File: src/rtl/shift_sequencer_pkg.sv
// Shared constants, op encodings and FSM state type for the multi-cycle shifter.
package shift_seq_pkg;

  localparam int unsigned DEF_WIDTH   = 32;
  localparam int unsigned DEF_SHAMT_W = 5;

  localparam logic [1:0] OP_SLL = 2'b00;
  localparam logic [1:0] OP_SRL = 2'b01;
  localparam logic [1:0] OP_SRA = 2'b10;
  localparam logic [1:0] OP_RSV = 2'b11;

  typedef enum logic [1:0] {
    IDLE,
    SHIFT,
    DONE
  } state_t;

endpackage

File: src/rtl/shift_sequencer_if.sv
// Launch/result bundle between the control unit (master) and the shift sequencer (slave).
interface shift_sequencer_if #(
  parameter int unsigned WIDTH   = shift_seq_pkg::DEF_WIDTH,
  parameter int unsigned SHAMT_W = shift_seq_pkg::DEF_SHAMT_W
);

  logic               start;
  logic [1:0]         op;
  logic [WIDTH-1:0]   operand;
  logic [SHAMT_W-1:0] shamt;
  logic               busy;
  logic               done;
  logic [WIDTH-1:0]   result;

  modport master (
    output start, op, operand, shamt,
    input  busy, done, result
  );

  modport slave (
    input  start, op, operand, shamt,
    output busy, done, result
  );

endinterface

File: src/rtl/shift_sequencer_step.sv
// Single combinational shift stage: moves the value by 1 or 2 bits in the direction/fill chosen by op.
module shift_step
  import shift_seq_pkg::*;
#(
  parameter int unsigned WIDTH = DEF_WIDTH
) (
  input  logic [WIDTH-1:0] in,
  input  logic [1:0]       op,
  input  logic             two,
  output logic [WIDTH-1:0] out
);

  always_comb begin
    out = in;
    unique case (op)
      OP_SLL: out = two ? {in[WIDTH-3:0], 2'b00} : {in[WIDTH-2:0], 1'b0};
      OP_SRL: out = two ? {2'b00, in[WIDTH-1:2]} : {1'b0, in[WIDTH-1:1]};
      OP_SRA: out = two ? {{2{in[WIDTH-1]}}, in[WIDTH-1:2]} : {in[WIDTH-1], in[WIDTH-1:1]};
      default: out = in;
    endcase
  end

endmodule

File: src/rtl/shift_sequencer.sv
// Multi-cycle SLL/SRL/SRA controller: 2 bits per SHIFT cycle, final 1-bit step for odd amounts.
module shift_sequencer
  import shift_seq_pkg::*;
#(
  parameter int unsigned WIDTH   = DEF_WIDTH,
  parameter int unsigned SHAMT_W = DEF_SHAMT_W
) (
  input  logic             clk,
  input  logic             reset,
  shift_sequencer_if.slave bus
);

  state_t             state, state_d;
  logic [WIDTH-1:0]   acc, acc_d;
  logic [WIDTH-1:0]   result_q, result_d;
  logic [WIDTH-1:0]   step_out;
  logic [SHAMT_W-1:0] count, count_d;
  logic [1:0]         op_q, op_d;
  logic               two;

  assign two = (count >= SHAMT_W'(2));

  shift_step #(.WIDTH(WIDTH)) u_step (
    .in  (acc),
    .op  (op_q),
    .two (two),
    .out (step_out)
  );

  always_comb begin
    state_d  = state;
    acc_d    = acc;
    count_d  = count;
    op_d     = op_q;
    result_d = result_q;
    unique case (state)
      IDLE, DONE: begin
        if (bus.start) begin
          acc_d   = bus.operand;
          count_d = bus.shamt;
          op_d    = bus.op;
          // Zero-amount and reserved ops skip SHIFT; result is the operand itself.
          if (bus.shamt == '0 || bus.op == OP_RSV) begin
            state_d  = DONE;
            result_d = bus.operand;
          end else begin
            state_d = SHIFT;
          end
        end else begin
          state_d = IDLE;
        end
      end
      SHIFT: begin
        acc_d   = step_out;
        count_d = two ? count - SHAMT_W'(2) : '0;
        if (count_d == '0) begin
          state_d  = DONE;
          result_d = step_out;
        end
      end
      default: state_d = IDLE;
    endcase
  end

  always_ff @(posedge clk) begin
    if (reset) begin
      state    <= IDLE;
      acc      <= '0;
      count    <= '0;
      op_q     <= OP_SLL;
      result_q <= '0;
    end else begin
      state    <= state_d;
      acc      <= acc_d;
      count    <= count_d;
      op_q     <= op_d;
      result_q <= result_d;
    end
  end

  assign bus.busy   = (state == SHIFT);
  assign bus.done   = (state == DONE);
  assign bus.result = result_q;

endmodule

File: src/flat_wrapper.sv
// flat-port wrapper written by rule: the top's interface ports become plain ports
module shift_sequencer_flat import shift_seq_pkg::*;
#(
  parameter int unsigned WIDTH   = DEF_WIDTH,
  parameter int unsigned SHAMT_W = DEF_SHAMT_W
)
  (clk, reset, bus_start, bus_op, bus_operand, bus_shamt, bus_busy, bus_done, bus_result);
  shift_sequencer_if #(.WIDTH(WIDTH), .SHAMT_W(SHAMT_W)) bus_i ();
  input  logic clk;
  input  logic reset;
  input wire logic [$bits(bus_i.start)-1:0] bus_start;
  input wire logic [$bits(bus_i.op)-1:0] bus_op;
  input wire logic [$bits(bus_i.operand)-1:0] bus_operand;
  input wire logic [$bits(bus_i.shamt)-1:0] bus_shamt;
  output wire logic [$bits(bus_i.busy)-1:0] bus_busy;
  output wire logic [$bits(bus_i.done)-1:0] bus_done;
  output wire logic [$bits(bus_i.result)-1:0] bus_result;
  assign bus_i.start = bus_start;
  assign bus_i.op = bus_op;
  assign bus_i.operand = bus_operand;
  assign bus_i.shamt = bus_shamt;
  assign bus_busy = bus_i.busy;
  assign bus_done = bus_i.done;
  assign bus_result = bus_i.result;
  shift_sequencer #(.WIDTH(WIDTH), .SHAMT_W(SHAMT_W)) u_core (.clk(clk), .reset(reset), .bus(bus_i));
endmodule
File: config.mk
export PLATFORM = sky130hd
export DESIGN_NAME = shift_sequencer_flat
export DESIGN_NICKNAME = d
export VERILOG_FILES = /design/src/rtl/shift_sequencer_pkg.sv /design/src/rtl/shift_sequencer_if.sv /design/src/rtl/shift_sequencer_step.sv /design/src/rtl/shift_sequencer.sv /design/src/flat_wrapper.sv
export SDC_FILE = /design/constraint.sdc
export NUM_CORES = 1
export LEC_CHECK = 0
export ABC_AREA = 1
export BUFFER_PORTS_ARGS = -buffer_cell sky130_fd_sc_hd__clkbuf_2
export CORE_MARGIN = 2
export CORE_UTILIZATION = 30
export CTS_BUF_LIST = sky130_fd_sc_hd__clkbuf_4
export DETAILED_ROUTE_END_ITERATION = 12
export GPL_ROUTABILITY_DRIVEN = 0
export HOLD_SLACK_MARGIN = 0.02
export PLACE_DENSITY_LB_ADDON = 0.25
export REMOVE_ABC_BUFFERS = 1
export SLEW_MARGIN = 20
export SYNTH_ARGS = -nofsm -noshare
export SYNTH_HDL_FRONTEND = slang
export SYNTH_HIERARCHICAL = 1
export SYNTH_SLANG_ARGS = --single-unit
File: constraint.sdc
create_clock -name clk -period 3.49 [get_ports clk]
set_clock_uncertainty 0.05 [all_clocks]
set_input_delay 1.047 -clock clk [delete_from_list [all_inputs] [get_ports clk]]
set_output_delay 1.047 -clock clk [all_outputs]
set_load 0.005 [all_outputs]
# Word-level counts from Yosys, hierarchy flattened
# Index checks and enable logic that the tools add are counted.
# op_classes
n_addsub	1
mul	0
n_div	0
n_lt_le_gt_ge	1
n_eq_ne	8
shift	0
muxes	17
n_bitwise	0
n_reduce_logical	10
# ops
op	n
32-bit 2-to-1 mux	5
32-bit case mux with 2 select lines	2
32-bit case mux with 3 select lines	1
31-bit 2-to-1 mux	1
30-bit 2-to-1 mux	1
5-bit zero test	2
5-bit 2-to-1 mux	2
5-bit case mux with 2 select lines	1
2-bit equality test (second input constant)	3
2-bit 2-to-1 mux	3
5-bit by 2-bit greater-or-equal comparator with 1-bit output (second input constant)	1
5-bit by 2-bit subtractor with 5-bit output (second input constant)	1
2-bit by 1-bit equality test with 1-bit output (second input constant)	2
2-bit zero test	2
2-bit by 1-bit inequality test with 1-bit output (second input constant)	2
2-bit case mux with 2 select lines	1
2-bit AND reduction	2
4-bit AND reduction	1
2-bit inequality test (second input constant)	1
2-bit nonzero test	1
2-bit OR reduction	1
1-bit logical OR	1
# totals
ff_bits	73
latchBits	0
ram_bits	0
mem_bits_ro	0
inputBits	42
out_inout_bits	34
elab_cells	42
memories	0

# Depth between registers and ports, before layout
# Gate-level depths: netlist (run 1).
# logic_depth
word_depth	5
depth_mapped	17
depth_no_buf	15

# By module
# The synthesis (run 1) kept the hierarchy.
# modules_own_cells
mod	n_inst	cells_per_inst	area_per_inst_um2	seq_area_each_um2
shift_sequencer	1	403	3306.9	1461.4
shift_step	1	275	1159.9	0.0

# Worst setup path after synthesis (run 1)
# Ideal clock, no wire load.
# synth_timing
kind	input-to-reg
startpoint	input bus_start
endpoint	register u_core.result_q[0] (netlist: u_core/bus.result[0])
setup_ps	115
arrival_ps	1929
required_ps	3325
setup_slack_ps	1396
path_stages	10
n_path_buf	2
path_cell_list	inv_2 or2_4 nand2_2 nand2_1 inv_2 buf_6 buf_2 nand3_1 nand2_1 nor2_1
# synth_via
elab_chain_len	2
# synth_rtl
item	line_no	source
start: declaration	flat_wrapper.sv:11	input wire logic [$bits(bus_i.start)-1:0] bus_start;
2-bit inequality test (no source line)	-	
4-bit AND reduction (no source line)	-	
end signal: assignment	shift_sequencer.sv:77	result_q <= result_d;
end: declaration	shift_sequencer.sv:15	logic [WIDTH-1:0] result_q, result_d;
# No other way between the ends.
# A chain may end at the register's enable or synchronous reset.

# Worst setup path after layout (run 1)
# layout_timing
startpoint	register u_core.state[1]
endpoint	output bus_busy
# layout_via
elab_chain_len	1
# layout_rtl
item	line_no	source
start: declaration	shift_sequencer.sv:13	state_t state, state_d;
start signal: assignment	shift_sequencer.sv:73	state <= state_d;
2-bit by 1-bit equality test with 1-bit output	shift_sequencer.sv:81	assign bus.busy = (state == SHIFT);
end: declaration	flat_wrapper.sv:15	output wire logic [$bits(bus_i.busy)-1:0] bus_busy;
# No other way between the ends.

==> metrics.csv, run 1 <==
stage,metric,value,unit
routing,drtAntennaViolNets,0,
yosys,yosys.area.top_type,dfxtp_1,
cells_and_area,post-route-util,33.8,%
die,core,0.0145,mm^2
yosys,synth_top_area_share,32.7,%
critical_path,rr_startpoint,u_core/count[1],
routing,wirelength,11.6,mm
routing,dr.pass1.iters,4,
die,rows,44,
critical_path,cp-end-kind,output port,
critical_path,reg2reg_setup_slack,1050,ps
yosys,synth.area.top_cells,"dfxtp_1 (33%), nand2_1 (22%), mux2i_1 (7.2%)",
pwr,seq_power_share,44.4,%
sta,relSlewSlack,48.5,%
pwr,cellPowerDensity,464,mW/mm^2
sta,rsz0062_at_grt,false,
clock_network,cts-root-buf,clkbuf_4,
die,dieArea,0.0159,mm^2
worst_hold_path,min_path_type,flop to flop,
yosys,syn_avg_cell_area,6.59,um^2
routing,avgViaCountPerCell,4.63,
cells_and_area,nNetsFinal,767,
cells_and_area,fillerInstances,1648,
critical_path,slowest_stage,buf_4,
clock_network,ctsHoldBuffers,0,
worst_hold_path,hold_path_depth,2,
clock_network,postCtsSetupRepairBufs,0,
clock_network,cts_resized,0,
pwr,power_switching,906,uW
yosys,yosys.cell_types.count,29,
cells_and_area,syn_to_final_growth,10.1,%
yosys,yosysSeqAreaShare,32.7,%
clock_network,clk-insertion-delay-late,440,ps
worst_hold_path,holdPathEnd,u_core/bus.result[20],
grt,track_usage,15.0,%
critical_path,cpLargestDelayFamily,buffers and inverters,
critical_path,worstRegToRegCells,15,
die,io_pins,76,
routing,drtIter0Drc,264,
grt,overflow,0,
sta,setup_viol,0,
place,hpwl,7.55,mm
sta,fin_hold_ws,444,ps
clock_network,htree_levels,3,
clock_network,cts_tree,built,
grt,grt_start_max_net_pins,68,
pwr,ir_worst_vdd,0.000235,V
grt,first_global_vias,3968,
critical_path,critical_path_class,flop to output port,
die,initial_core_util,30.7,%
critical_path,critPathMostFrequentCell,inv_1,
cells_and_area,final_layout_size_suffix_gt1_share,19.1,%
cells_and_area,regArea,0.00146,mm^2
routing,vias,4232,
routing,drcViolationCount,0,
worst_hold_path,min_from,u_core/bus.result[20],
sta,slew_viol_final,0,
yosys,synth_seq_cells,73,
cells_and_area,mostFrequentLayoutCells,"nand2_1 (266), clkbuf_2 (75), dfxtp_1 (73)",
sta,worstMarginPinSlew,772,ps
clock_network,clk_pin_slew_worst_paths,120,ps
pwr,clock_power_share,20.7,%
routing,wl_per_cell,12.7,um
yosys,yosysWarnings,6,
critical_path,cp_slowest_stage_delay,370,ps
status,status,completed,
pwr,p_leak,2.57,nW
sta,fmax,385,MHz
clock_network,cts_buffers,9,
critical_path,crit_buf_inv,4,
critical_path,reg2reg_to,u_core/bus.result[25],
critical_path,critPathArrivalTime,1500,ps
pwr,p_int,1.38,mW
cells_and_area,final_common_cell,nand2_1,
die,die_w,126,um
clock_network,cts_buffer_depth,2,
critical_path,cp.required,2390,ps
pwr,p_sw_share,39.7,%
critical_path,crit_fanout,21,
sta,setup_tns,0,ps
yosys,syn_inst,678,
grt,grt_pass1_wl,19.7,mm
sta,finalHoldViolCount,0,
critical_path,critPathLaunchType,flop,
clock_network,cts.sink_count,73,
critical_path,crit_chain,inv_1 > nand2_2 > buf_4 > inv_1 > clkbuf_2,
cells_and_area,multi_input_area,0.00259,mm^2
yosys,syn_area,0.00447,mm^2
die,die_h,126,um
run,maxCapViolCount,0,
pwr,power_frac_comb,34.9,%
sta,finalCritPeriodShare,74.4,%
sta,period_needed,2600,ps
grt,antenna_found_initial,1,
place,numPortBuffers,75,
power groups by stage:
stage,Clock (mW),Sequential [mW],Combinational (mW)
global route,0.551,1.03,0.919
detailed placement,0,1.03,0.806
floorplan,0,1.02,0.568
global placement,0,1.03,0.807
finish,0.472,1.01,0.798
CTS,0.509,1.02,0.808
worst max-delay path by stage:
stage | startpoint | depth (start not counted) | slack [ps] | to
floorplan | u_core/state[0] | 7 | -30 | u_core/bus.result[16]
global placement | bus_start | 8 | 970 | u_core/count[0]
finish | u_core/state[1] | 5 | 890 | bus_busy
global route | u_core/state[1] | 5 | 740 | bus_busy
detailed placement | bus_start | 8 | 920 | u_core/count[0]
CTS | u_core/state[1] | 5 | 810 | bus_busy
sequential cells by signal, summed over array words and instances (netlist names):
name               count
u_core/state           2
u_core/acc            32
u_core/count           5
u_core/bus.result     32
u_core/op_q            2
worst min-delay path, delay by kind of cell, from the launching register on:
kind	cells	cell delay, ps
flip-flops	1	350
AND/OR/NAND/NOR	1	80
AO/OA/AOI/OAI	1	40
logic make-up (layout without fill, tap and decap cells):
| logic type | count (synthesis) | in the layout | synth area share [%] |
|---|---|---|---|
| flops | 73 | 73 | 32.7 |
| mux | 32 | 32 | 7.17 |
| compound gates | 111 | 111 | 14.3 |
| other cells | 0 | 1 | 0 |
| fa+ha+maj | 1 | 1 | 0.280 |
| buf+inv | 71 | 122 | 9.41 |
| simple gates | 390 | 390 | 36.1 |
cells in the mapped netlist:
cell and number:
nand2_4 1, nand3_2 5, nor2_2 3, a31oi_1 2
nor2_4 2, a21oi_2 18, buf_8 1, inv_1 17
a21oi_1 50, inv_4 1, buf_6 11, buf_4 9
nor3_1 1, or2_4 1, nand2_2 2, o22ai_1 1
mux2i_1 32, inv_2 4, and2_1 1, nor2_1 47
nand2_1 267, buf_2 19, ha_1 1, o21ai_0 38
dfxtp_1 73, clkbuf_1 9, nand3_1 60, o21ai_1 1
a21oi_4 1
per-layer routing:
| metal | track usage [%] | up-vias | share of wire (%) |
|---|---|---|---|
| met1 | 20.7 | 1854 | 50 |
| met3 | 4.16 | 4 | 3.7 |
| met5 | 0 | - | 0 |
| li1 | - | 2303 | - |
| met4 | 3.68 | 0 | 0.57 |
| met2 | 23.1 | 71 | 46 |
stage by stage:
stage | cell area [um^2] | setup slack, ps | power [mW] | instances
2_1_floorplan | 4130 | -29.8 | 1.59 | 629
4_1_cts | 4920 | 806 | 2.33 | 913
5_1_grt | 4920 | 735 | 2.50 | 914
6_report | 4920 | 892 | 2.28 | 914
3_3_place_gp | 4810 | 970 | 1.84 | 897
3_5_place_dp | 4810 | 921 | 1.84 | 897
cell type report:
type,instances,share of cell area [%]
antenna,1,0.0509
tap,184,4.68
sequential,73,29.7
multi-input combinational,534,52.6
clock buffer,10,1.53
inverter,22,1.73
timing repair buffer,84,9.00
clock inverter,6,0.712
Note: power is estimated with default switching activity, not from simulation.
==> run 2, diff against run 1 <==
Settings changed: ABC_AREA 1 to 0.
Clock period 3.49 ns to 2.2 ns, I/O delays scaled along.
==> run 2 against run 1 <==
Net effect: the run now ends with setup timing left; worst setup slack got worse by 940 ps; combinational power increased by 130%; sequential share of layout area down 4.6 points; via count up 12%; final cell count down 4.9%; first-iteration DRC count up 32%; final area grew 18%.
==> metrics.csv, run 2 <==
stage,metric,value,unit,change
status,status,finished with violations,,was completed
status,violations,setup timing,,
sta,setup_viol,11,,was 0
critical_path,cp.required,2480,ps,was 2390 ps
pwr,ir_worst_vdd,0.000318,V,was 0.000235 V
critical_path,reg2reg_to,u_core/acc[30],,was u_core/bus.result[25]
clock_network,clk_pin_slew_worst_paths,120,ps,about the same
run,maxCapViolCount,0,,unchanged
grt,track_usage,17.7,%,was 15.0%
clock_network,cts_buffers,9,,unchanged
yosys,syn_avg_cell_area,7.56,um^2,was 6.59 um^2
critical_path,crit_buf_inv,3,,was 4
grt,grt_start_max_net_pins,74,,was 68
critical_path,crit_chain,inv_2 > ha_4 > nor3b_2 > buf_4 > o21ai_4 > buf_6 > mux2_4 > mux4_2 > nor2_1 > a311oi_1,,was inv_1 > nand2_2 > buf_4 > inv_1 > clkbuf_2
routing,dr.pass1.iters,7,,was 4
die,rows,44,,unchanged
clock_network,htree_levels,3,,unchanged
yosys,yosys.area.top_type,dfxtp_1,,unchanged
routing,drtIter0Drc,349,,was 264
sta,setup_ws,-46.2,ps,was 892 ps
yosys,synth_ff_type,dfxtp_1,,unchanged
cells_and_area,final_layout_size_suffix_gt1_share,30.5,%,was 19.1%
pwr,p_total,4.23,mW,was 2.28 mW
worst_hold_path,holdPathEnd,u_core/op_q[0],,was u_core/bus.result[20]
clock_network,cts_tree,built,,unchanged
yosys,syn_inst,598,,was 678
die,io_pins,76,,unchanged
grt,first_global_vias,4550,,"was 3,968"
worst_hold_path,min_path_type,input pin to flop,,was flop to flop
critical_path,cp-end-kind,flop,,was output port
critical_path,rr_startpoint,u_core/count[2],,was u_core/count[1]
place,hpwl,9.06,mm,was 7.55 mm
pwr,p_leak,2.38,nW,was 2.57 nW
die,die_h,127,um,was 126 um
yosys,yosysMostFrequentCell,nand2_1,,unchanged
critical_path,critPathArrivalTime,2520,ps,was 1500 ps
sta,fmax,445,MHz,
yosys,synth-edff-count,0,,unchanged
sta,worstMarginPinSlew,639,ps,was 772 ps
yosys,synthArstFlopShare,0,%,unchanged
yosys,yosysWarnings,6,,unchanged
critical_path,crit_fanout,5,,was 21
sta,period_needed,2250,ps,
yosys,synth_seq_cells,73,,unchanged
clock_network,cts-root-buf,clkbuf_4,,unchanged
pwr,cellPowerDensity,726,mW/mm^2,was 464 mW/mm^2
critical_path,critical_path_class,flop to flop,,was flop to output port
cells_and_area,syn_to_final_growth,28.7,%,was 10.1%
routing,wirelength,14.9,mm,was 11.6 mm
critical_path,worstSetupStartpoint,u_core/count[2],,was u_core/state[1]
cells_and_area,nNetsFinal,723,,was 767
yosys,yosysSeqAreaShare,32.3,%,was 32.7%
critical_path,slowest_stage,mux4_2,,was buf_4
sta,fin_hold_ws,380,ps,was 444 ps
routing,vias,4735,,"was 4,232"
worst_hold_path,min_from,bus_op[0],,was u_core/bus.result[20]
critical_path,critPathLaunchType,flop,,unchanged
cells_and_area,n_antenna_cell,0,,was 1
yosys,ys_top_cells_by_count,"nand2_1 (179), dfxtp_1 (73), a311oi_1 (64)",,"was nand2_1 (267), dfxtp_1 (73), nand3_1 (60)"
sta,finalCritPeriodShare,102,%,
grt,antenna_found_initial,0,,was 1
critical_path,worstRegToRegCells,10,,was 15
yosys,syn_area,0.00452,mm^2,was 0.00447 mm^2
grt,overflow,0,,unchanged
die,die_w,127,um,was 126 um
grt,grt_pass1_wl,23.2,mm,was 19.7 mm
clock_network,cts_buffer_depth,2,,unchanged
place,numPortBuffers,75,,unchanged
critical_path,reg2reg_setup_slack,-50,ps,was 1050 ps
die,initial_core_util,30.9,%,was 30.7%
yosys,yosys.cell_types.count,44,,was 29
sta,rsz0062_at_grt,true,,was false
critical_path,cp_slowest_stage_delay,470,ps,was 370 ps
sta,relSlewSlack,57.4,%,was 48.5%
routing,drcViolationCount,0,,unchanged
worst_hold_path,hold_path_depth,3,,was 2
cells_and_area,fillerInstances,1548,,"was 1,648"
cells_and_area,mostFrequentLayoutCells,"nand2_1 (172), clkbuf_2 (75), dfxtp_1 (71)",,"was nand2_1 (266), clkbuf_2 (75), dfxtp_1 (73)"
sta,slew_viol_final,0,,unchanged
cells_and_area,final_common_cell,nand2_1,,unchanged
yosys,synth.area.top_cells,"dfxtp_1 (32%), nand2_1 (15%), a311oi_1 (12%)",,"was dfxtp_1 (33%), nand2_1 (22%), mux2i_1 (7.2%)"
yosys,synth_top_area_share,32.3,%,was 32.7%
sta,finalHoldViolCount,0,,unchanged
routing,avgViaCountPerCell,5.45,,was 4.63
die,dieArea,0.0161,mm^2,was 0.0159 mm^2
routing,drtAntennaViolNets,0,,unchanged
clock_network,clk-insertion-delay-late,470,ps,was 440 ps
routing,wl_per_cell,17.2,um,was 12.7 um
critical_path,cpLargestDelayFamily,multiplexers,,was buffers and inverters
die,core,0.0146,mm^2,was 0.0145 mm^2
clock_network,cts.sink_count,73,,unchanged
[run 2: cell types whose count changed after synthesis, moves of 22 or more]
cell / delta
nand2_1: -88
nand3_1: -59
clkbuf_1: +24
o211ai_1: +22
a311oi_1: +64
o21ai_0: -33
nor3_1: +33
a21oi_1: -39
mux2_2: +25
[run 2: layout make-up]
cell class / count / area, um^2 / area share (%)
Clock inverter: 5 / 22.5 / 0.387
Timing Repair Buffer: 128 / 1050 / 18.0
Sequential cell: 73 / 1460 / 25.2
Clock buffer: 11 / 82.6 / 1.42
Inverter: 5 / 18.8 / 0.322
Tap cell: 184 / 230 / 3.96
Multi-Input combinational cell: 463 / 2950 / 50.7
[run 2: worst max path at each step]
stage	endpoint	slack, ps	cells after the start
after floorplan	u_core/bus.result[0]	-3410	5
after global placement	u_core/acc[19]	20	10
after detailed placement	u_core/acc[19]	-50	10
after CTS	u_core/acc[19]	-4	10
after global routing	u_core/bus.result[30]	-140	10
final	u_core/acc[30]	-50	10
[run 2: what timing repair did]
action | 4_1_cts | 5_1_grt
endpoints found under the hold margin | 0 | 0
buffers inserted | 5 | 4
setup endpoints to repair | 45 | 63
cloned | 1 | 9
resized for setup | 18 | 43
pin swaps | 9 | 33
hold buffers | 0 | 0
[run 2: metrics by stage]
stage,util (%),setup TNS (ps),instances,worst slack [ps],area [um^2]
finish,39.7,-224,869,-46.2,5820
global route,39.7,-3410,869,-139,5820
CTS,37.3,-8.49,857,-4.11,5470
detailed placement,35.6,-584,835,-52.3,5210
global placement,35.6,0,835,16.4,5210
floorplan,-,-215960,540,-3410,4250
[run 2: worst min-delay path, cell delays in order]
cell and delay, ps:
clkbuf_2 90, nand2_1 50, a21oi_1 50
[run 2: metal layers]
| layer | vias to the layer above | part of all wire (%) | track usage [%] | routed length (um) |
|---|---|---|---|---|
| met3 | 19 | 5.3 | 3.25 | 787 |
| met4 | 0 | 1.8 | 7.43 | 266 |
| li1 | 2318 | - | - | - |
| met5 | - | 0 | 0 | 0 |
| met1 | 2260 | 47 | 23.7 | 6960 |
| met2 | 138 | 46 | 28.2 | 6930 |
[run 2: cell families after synthesis]
family,synth area share [%]
buf+inv,6.47
mux,12.7
simple gates,26.1
flops,32.3
xor+xnor,0.387
compound gates,21.7
fa+ha+maj,0.277
[run 2: power breakdown]
part           leakage [nW]  internal (mW)  switching (mW)
Sequential            0.602           1.48           0.164
Combinational          1.72          0.940           0.881
Clock                0.0655          0.245           0.516
